## src/rtl/pc_fetch_stage_if.sv

```systemverilog
// Instruction-memory request/response bus between the fetch stage and memory.
// One request outstanding at a time: req/gnt handshake, then a single rvalid beat.
interface pc_fetch_stage_if;
    localparam int unsigned XLEN = 32;

    logic            imem_req_o;
    logic [XLEN-1:0] imem_addr_o;
    logic            imem_gnt_i;
    logic            imem_rvalid_i;
    logic [XLEN-1:0] imem_rdata_i;

    modport master (
        output imem_req_o,
        output imem_addr_o,
        input  imem_gnt_i,
        input  imem_rvalid_i,
        input  imem_rdata_i
    );

    modport slave (
        input  imem_req_o,
        input  imem_addr_o,
        output imem_gnt_i,
        output imem_rvalid_i,
        output imem_rdata_i
    );
endinterface

```

## src/rtl/pc_fetch_stage.sv

```systemverilog
// Instruction-fetch stage: PC register, single-outstanding imem fetch FSM,
// skid buffer for stalled responses and the IF/ID pipeline register.
module pc_fetch_stage #(
    parameter logic [31:0] RESET_PC  = 32'h0000_0000,
    parameter logic [31:0] NOP_INSTR = 32'h0000_0013
) (
    input  logic                clk_i,
    input  logic                rst_ni,
    input  logic                stall_i,
    input  logic                pcmux_sel_i,
    input  logic [31:0]         pc_taken_i,
    pc_fetch_stage_if.master    imem,
    output logic [31:0]         D_Pc_o,
    output logic [31:0]         D_Pc4_o,
    output logic [31:0]         D_Instr_o,
    output logic                D_valid_o
);
    localparam int unsigned XLEN = 32;

    typedef enum logic [1:0] {
        S_IDLE = 2'd0,
        S_REQ  = 2'd1,
        S_WAIT = 2'd2,
        S_HOLD = 2'd3
    } state_t;

    state_t          r_state,      w_state_nxt;
    logic [XLEN-1:0] r_pc,         w_pc_nxt;
    logic [XLEN-1:0] r_fetch_pc,   w_fetch_pc_nxt;
    logic            r_kill,       w_kill_nxt;
    logic [XLEN-1:0] r_skid_pc,    w_skid_pc_nxt;
    logic [XLEN-1:0] r_skid_instr, w_skid_instr_nxt;
    logic [XLEN-1:0] r_d_pc,       w_d_pc_nxt;
    logic [XLEN-1:0] r_d_pc4,      w_d_pc4_nxt;
    logic [XLEN-1:0] r_d_instr,    w_d_instr_nxt;
    logic            r_d_valid,    w_d_valid_nxt;
    logic [XLEN-1:0] w_target;

    assign w_target = pc_taken_i & ~XLEN'(3);

    always_ff @(posedge clk_i or negedge rst_ni) begin
        if (!rst_ni) begin
            r_state      <= S_IDLE;
            r_pc         <= RESET_PC;
            r_fetch_pc   <= '0;
            r_kill       <= 1'b0;
            r_skid_pc    <= '0;
            r_skid_instr <= '0;
            r_d_pc       <= '0;
            r_d_pc4      <= XLEN'(4);
            r_d_instr    <= NOP_INSTR;
            r_d_valid    <= 1'b0;
        end else begin
            r_state      <= w_state_nxt;
            r_pc         <= w_pc_nxt;
            r_fetch_pc   <= w_fetch_pc_nxt;
            r_kill       <= w_kill_nxt;
            r_skid_pc    <= w_skid_pc_nxt;
            r_skid_instr <= w_skid_instr_nxt;
            r_d_pc       <= w_d_pc_nxt;
            r_d_pc4      <= w_d_pc4_nxt;
            r_d_instr    <= w_d_instr_nxt;
            r_d_valid    <= w_d_valid_nxt;
        end
    end

    always_comb begin
        w_state_nxt      = r_state;
        w_pc_nxt         = r_pc;
        w_fetch_pc_nxt   = r_fetch_pc;
        w_kill_nxt       = r_kill;
        w_skid_pc_nxt    = r_skid_pc;
        w_skid_instr_nxt = r_skid_instr;
        w_d_pc_nxt       = r_d_pc;
        w_d_pc4_nxt      = r_d_pc4;
        // Without a load, IF/ID holds under stall and otherwise becomes a bubble.
        w_d_instr_nxt    = stall_i ? r_d_instr : NOP_INSTR;
        w_d_valid_nxt    = stall_i ? r_d_valid : 1'b0;

        case (r_state)
            S_IDLE: w_state_nxt = S_REQ;
            S_REQ: begin
                if (imem.imem_gnt_i) begin
                    w_fetch_pc_nxt = r_pc;
                    w_pc_nxt       = r_pc + XLEN'(4);
                    w_state_nxt    = S_WAIT;
                end
            end
            S_WAIT: begin
                if (imem.imem_rvalid_i) begin
                    if (r_kill) begin
                        w_kill_nxt  = 1'b0;
                        w_state_nxt = S_REQ;
                    end else if (!stall_i) begin
                        w_d_pc_nxt    = r_fetch_pc;
                        w_d_pc4_nxt   = r_fetch_pc + XLEN'(4);
                        w_d_instr_nxt = imem.imem_rdata_i;
                        w_d_valid_nxt = 1'b1;
                        w_state_nxt   = S_REQ;
                    end else begin
                        w_skid_pc_nxt    = r_fetch_pc;
                        w_skid_instr_nxt = imem.imem_rdata_i;
                        w_state_nxt      = S_HOLD;
                    end
                end
            end
            S_HOLD: begin
                if (!stall_i) begin
                    w_d_pc_nxt    = r_skid_pc;
                    w_d_pc4_nxt   = r_skid_pc + XLEN'(4);
                    w_d_instr_nxt = r_skid_instr;
                    w_d_valid_nxt = 1'b1;
                    w_state_nxt   = S_REQ;
                end
            end
            default: w_state_nxt = S_IDLE;
        endcase

        // Redirect overrides everything above, stall included.
        if (pcmux_sel_i) begin
            w_pc_nxt         = w_target;
            w_d_instr_nxt    = NOP_INSTR;
            w_d_valid_nxt    = 1'b0;
            w_skid_pc_nxt    = '0;
            w_skid_instr_nxt = '0;
            case (r_state)
                S_REQ: begin
                    if (imem.imem_gnt_i) w_kill_nxt = 1'b1;
                end
                S_WAIT: begin
                    if (imem.imem_rvalid_i) begin
                        w_kill_nxt  = 1'b0;
                        w_state_nxt = S_REQ;
                    end else begin
                        w_kill_nxt  = 1'b1;
                        w_state_nxt = S_WAIT;
                    end
                end
                default: w_state_nxt = S_REQ;
            endcase
        end
    end

    assign imem.imem_req_o  = (r_state == S_REQ);
    assign imem.imem_addr_o = r_pc;

    assign D_Pc_o    = r_d_pc;
    assign D_Pc4_o   = r_d_pc4;
    assign D_Instr_o = r_d_instr;
    assign D_valid_o = r_d_valid;
endmodule

```

## src/flat_wrapper.sv

```systemverilog
// flat-port wrapper written by rule: the top's interface ports become plain ports
module pc_fetch_stage_flat 
#(
    parameter logic [31:0] RESET_PC  = 32'h0000_0000,
    parameter logic [31:0] NOP_INSTR = 32'h0000_0013
)
  (clk_i, rst_ni, stall_i, pcmux_sel_i, pc_taken_i, D_Pc_o, D_Pc4_o, D_Instr_o, D_valid_o, imem_imem_req_o, imem_imem_addr_o, imem_imem_gnt_i, imem_imem_rvalid_i, imem_imem_rdata_i);
  pc_fetch_stage_if imem_i ();
  input  logic clk_i;
  input  logic rst_ni;
  input  logic stall_i;
  input  logic pcmux_sel_i;
  input  logic [31:0] pc_taken_i;
  output logic [31:0] D_Pc_o;
  output logic [31:0] D_Pc4_o;
  output logic [31:0] D_Instr_o;
  output logic D_valid_o;
  output wire logic [$bits(imem_i.imem_req_o)-1:0] imem_imem_req_o;
  output wire logic [$bits(imem_i.imem_addr_o)-1:0] imem_imem_addr_o;
  input wire logic [$bits(imem_i.imem_gnt_i)-1:0] imem_imem_gnt_i;
  input wire logic [$bits(imem_i.imem_rvalid_i)-1:0] imem_imem_rvalid_i;
  input wire logic [$bits(imem_i.imem_rdata_i)-1:0] imem_imem_rdata_i;
  assign imem_imem_req_o = imem_i.imem_req_o;
  assign imem_imem_addr_o = imem_i.imem_addr_o;
  assign imem_i.imem_gnt_i = imem_imem_gnt_i;
  assign imem_i.imem_rvalid_i = imem_imem_rvalid_i;
  assign imem_i.imem_rdata_i = imem_imem_rdata_i;
  pc_fetch_stage #(.RESET_PC(RESET_PC), .NOP_INSTR(NOP_INSTR)) u_core (.clk_i(clk_i), .rst_ni(rst_ni), .stall_i(stall_i), .pcmux_sel_i(pcmux_sel_i), .pc_taken_i(pc_taken_i), .imem(imem_i), .D_Pc_o(D_Pc_o), .D_Pc4_o(D_Pc4_o), .D_Instr_o(D_Instr_o), .D_valid_o(D_valid_o));
endmodule
```

## config.mk

```make
export PLATFORM = sky130hd
export DESIGN_NAME = pc_fetch_stage_flat
export DESIGN_NICKNAME = d
export VERILOG_FILES = /design/src/rtl/pc_fetch_stage_if.sv /design/src/rtl/pc_fetch_stage.sv /design/src/flat_wrapper.sv
export SDC_FILE = /design/constraint.sdc
export NUM_CORES = 1
export LEC_CHECK = 0
export ABC_CLOCK_PERIOD_IN_PS = 5900
export CELL_PAD_IN_SITES_DETAIL_PLACEMENT = 1
export CELL_PAD_IN_SITES_GLOBAL_PLACEMENT = 1
export CORE_UTILIZATION = 30
export CTS_CLUSTER_SIZE = 14
export DETAILED_ROUTE_END_ITERATION = 8
export GPL_TIMING_DRIVEN = 0
export PLACE_DENSITY_LB_ADDON = 0.08
export SKIP_LAST_GASP = 1
export SYNTH_ARGS = -nofsm -noshare
export SYNTH_HDL_FRONTEND = slang
export SYNTH_SLANG_ARGS = --single-unit
export TNS_END_PERCENT = 5
```

## constraint.sdc

```tcl
create_clock -name clk_i -period 5.9 [get_ports clk_i]
set_input_delay 1.18 -clock clk_i [delete_from_list [all_inputs] [get_ports clk_i]]
set_output_delay 1.18 -clock clk_i [all_outputs]
set_load 0.02 [all_outputs]
```

==> out/qor.csv <==
stage,metric,value,unit
run_status,status,"complete, no violations",
clock_tree,CTS Buf Count,28,
cells_and_area,share of cells above drive strength 1,0.102,
floorplan,Vert. Die Dim,192,um
placement,GPL Wtd Cong,0.810,
yosys,"FFs w/ async S/R, synth",1.00,
hold_path,Worst Hold Class,reg -> reg,
clock_tree,Root Buffer,clkbuf_16,
global_routing,first-pass GRT wire length,57.5,mm
clock_tree,post-cts sizing count,0,
worst_setup_path,crit path kind,reg -> reg,
placement,Port Buf Inserts,194,
global_routing,initial antenna violation count,1,
cells_and_area,"commonest non-fill, non-tap cell in the layout",nand2_1,
placement,Post-DP HPWL,27.1,mm
floorplan,Cell Rows,69,
worst_setup_path,Critical Path Fanout Max,10,
floorplan,Die X,192,um
placement,placed inst area,13400,sq um
yosys,Unique masters post-synth,60,
cells_and_area,ANT cells,0,
global_routing,"Remaining Overflow, GRT",0,
clock_tree,"Setup Fix Bufs, Post-CTS",0,
yosys,Synth top area share,0.498,
worst_setup_path,CP required,6.35,ns
sta,Slew @ Worst Pin,0.758,ns
yosys,"flops & latches, synth",220,
routing,final wirelength,36.5,mm
routing,TritonRoute pass-1 iters,4,
clock_tree,H-tree depth reported by CTS,1,
yosys,fraction of the yosys area taken by sequential cells,0.508,
routing,drt drc,0,
worst_setup_path,CP max stage cell,a221oi_4,
clock_tree,clock slew at reported path FFs,0.06,ns
clock_tree,Max clock buf depth,3,
job,max-cap violation count,0,
clock_tree,CTS tree,yes,
floorplan,DIE AREA,36900,sq um
worst_setup_path,cell family with most CP delay,buffers and inverters,
yosys,mean cell area of the mapped netlist,9.76,sq um
power_and_ir_drop,maximum vdd drop,0.230,mV
yosys,Post-synth EDFFs,0,
yosys,Mapped Cells,1111,
cells_and_area,fin util,0.405,
cells_and_area,Layout area overhead,32.8,%
clock_tree,Skew-Pair Late Insertion Delay,0.55,ns
sta,final setup fails,0,
yosys,post-synth top area cell,dfrtp_1,
cells_and_area,Final Cell Area,14400,sq um
yosys,top area cells in the synthesized netlist,"dfrtp_1, nand2_1, mux2_2",
worst_setup_path,critical path arrival,4.44,ns
worst_setup_path,CP peak stage delay,0.49,ns
yosys,synth warn,0,
sta,clock skew,0.0117,ns
sta,Max Fclk,250,MHz
floorplan,effective utilization at floorplan,0.305,
global_routing,largest net degree at the start of global routing,96,
sta,final period utilization,0.678,
routing,wire per inst,20.0,um
floorplan,CORE AREA,35600,sq um
routing,post-route ant nets,0,
routing,vias per std cell,5.02,
power_and_ir_drop,leak pwr,5.89,nW
worst_setup_path,CP Buf/Inv Count,4,
sta,final hold violation count,0,
global_routing,Tot GR Track Use,0.202,
routing,total vias in the final route,9137,
cells_and_area,NumNets Final,1416,
clock_tree,hold_buf cts,0,
sta,RSZ-0062 raised after global routing,false,
yosys,top_reg_cell synth,dfrtp_1,
floorplan,I/O pins,200,
sta,Pins Over Slew Limit,0,
sta,Min Hold Slack,0.479,ns
routing,initial detailed-routing violation count,424,
clock_tree,clk sinks,220,
cells_and_area,most frequent cells in the layout,"nand2_1, dfrtp_1, clkdlybuf4s50_1, o21ai_0, a21oi_1",
worst_setup_path,"Cell Chain, Critical Path",ha_1 -> buf_2 -> buf_4 -> buf_4 -> buf_2 -> mux2_2 -> ha_1 -> nand4b_1 -> a221oi_4 -> nand4_2 -> o31a_1 -> o31ai_1,
sta,slew margin rel.,0.493,
global_routing,vias in the first global route,9496,
sta,Final min period,4.00,ns
worst_setup_path,CP endpoint kind,flop,
yosys,Syn Std Cell Area,10800,sq um
worst_setup_path,Startpoint Class,flop,
power_and_ir_drop,total power density per cell area,438,nW/um^2
==> path summary, 6_finish.rpt <==
check,start,endpoint,slack [ns],cells past startpoint
setup / recovery,u_core.r_state[0]$_DFF_PN0_,u_core.D_Pc4_o[30]$_DFFE_PN0P_,1.90,12
hold / removal,u_core.D_Pc4_o[9]$_DFFE_PN0P_,u_core.D_Pc4_o[9]$_DFFE_PN0P_,0.48,2
setup reg to reg,u_core.r_state[0]$_DFF_PN0_,u_core.D_Pc4_o[30]$_DFFE_PN0P_,1.90,12
hold reg to reg,u_core.D_Pc4_o[9]$_DFFE_PN0P_,u_core.D_Pc4_o[9]$_DFFE_PN0P_,0.48,2
max in group asynchronous,rst_ni,u_core.r_skid_instr[17]$_DFFE_PN0P_,4.53,2
min in group asynchronous,rst_ni,u_core.D_Pc4_o[20]$_DFFE_PN0P_,0.53,1
==> through the flow <==
step / TNS [ns] / total power (W) / std cells / setup slack [ns]
after global routing: 0 / 0.00669 / 1820 / 1.59
after global placement: -1446.62 / 0.00454 / 1767 / -6.66
after detailed placement: 0 / 0.00459 / 1769 / 1.86
after CTS: 0 / 0.00641 / 1820 / 1.83
final: 0 / 0.00631 / 1820 / 1.90
after floorplan: 0 / 0.00349 / 1112 / 2.78
==> cells in the mapped netlist, types with 5 or more instances <==
master,number
and2_1,5
a21o_1,9
clkbuf_1,61
nand4_1,20
buf_2,6
a2bb2oi_1,29
o21a_1,5
and4_1,6
nand2b_1,9
nand4b_1,5
a21oi_1,70
nand2_1,244
o21ai_1,7
dfrtp_1,216
o21ai_0,81
nor3_1,5
o31ai_1,11
nor2_1,43
nor4_1,12
inv_1,11
xnor2_1,22
buf_4,7
nand3_1,17
ha_1,8
mux2i_1,26
a22oi_1,30
mux2_2,60
o31a_1,5
a211oi_1,5
xor2_1,21
==> logic make-up (layout without fill, tap and decap cells) <==
logic type / Yosys count / count (layout) / share of synthesized area
xor gates and xnor gates: 43 / 43 / 0.0347
adders and majority gates: 8 / 8 / 0.00923
AOI/OAI and AO/OA: 271 / 271 / 0.160
buffers and inverters: 91 / 338 / 0.0360
DFF: 220 / 220 / 0.508
other: 1 / 2 / 0.000346
muxes: 86 / 86 / 0.0863
and+or+nand+nor: 391 / 391 / 0.165
==> tightest hold or removal path, delay by kind of cell, from the launching register on <==
kind            cells  cell delay [ns]
flops               1             0.34
compound gates      1             0.06
simple gates        1             0.05
==> sequential cells by signal, summed over array words and instances (netlist names), 2 cells and up <==
register                 flops
u_core.r_fetch_pc           30
u_core.D_Pc4_o              31
u_core.r_skid_pc            31
u_core.D_Instr_o            32
u_core.D_Pc_o               30
u_core.imem.imem_addr_o     30
u_core.r_skid_instr         32
u_core.r_state               2
==> power by group <==
group	leakage [nW]	internal [W]	switching, W
Sequential	2.88	0.00185	0.000334
Clock	0.477	0.00111	0.000672
Combinational	2.53	0.000989	0.00136
==> cell type report <==
| class | instances | area (sq um) |
|---|---|---|
| fill | 4035 | 21200 |
| sequential | 220 | 5510 |
| multi-input combinational | 801 | 4950 |
| timing repair buffer | 196 | 2000 |
| clock buffer | 42 | 845 |
| tap | 461 | 577 |
| buffer | 80 | 349 |
| clock inverter | 9 | 126 |
| inverter | 11 | 41.3 |
==> metal layers <==
layer	GRT usage	part of all wire
met5	0	0.00030
met4	0.0457	0.016
met3	0.0248	0.040
met2	0.299	0.43
met1	0.308	0.51
Note: power is estimated with default switching activity, not from simulation.
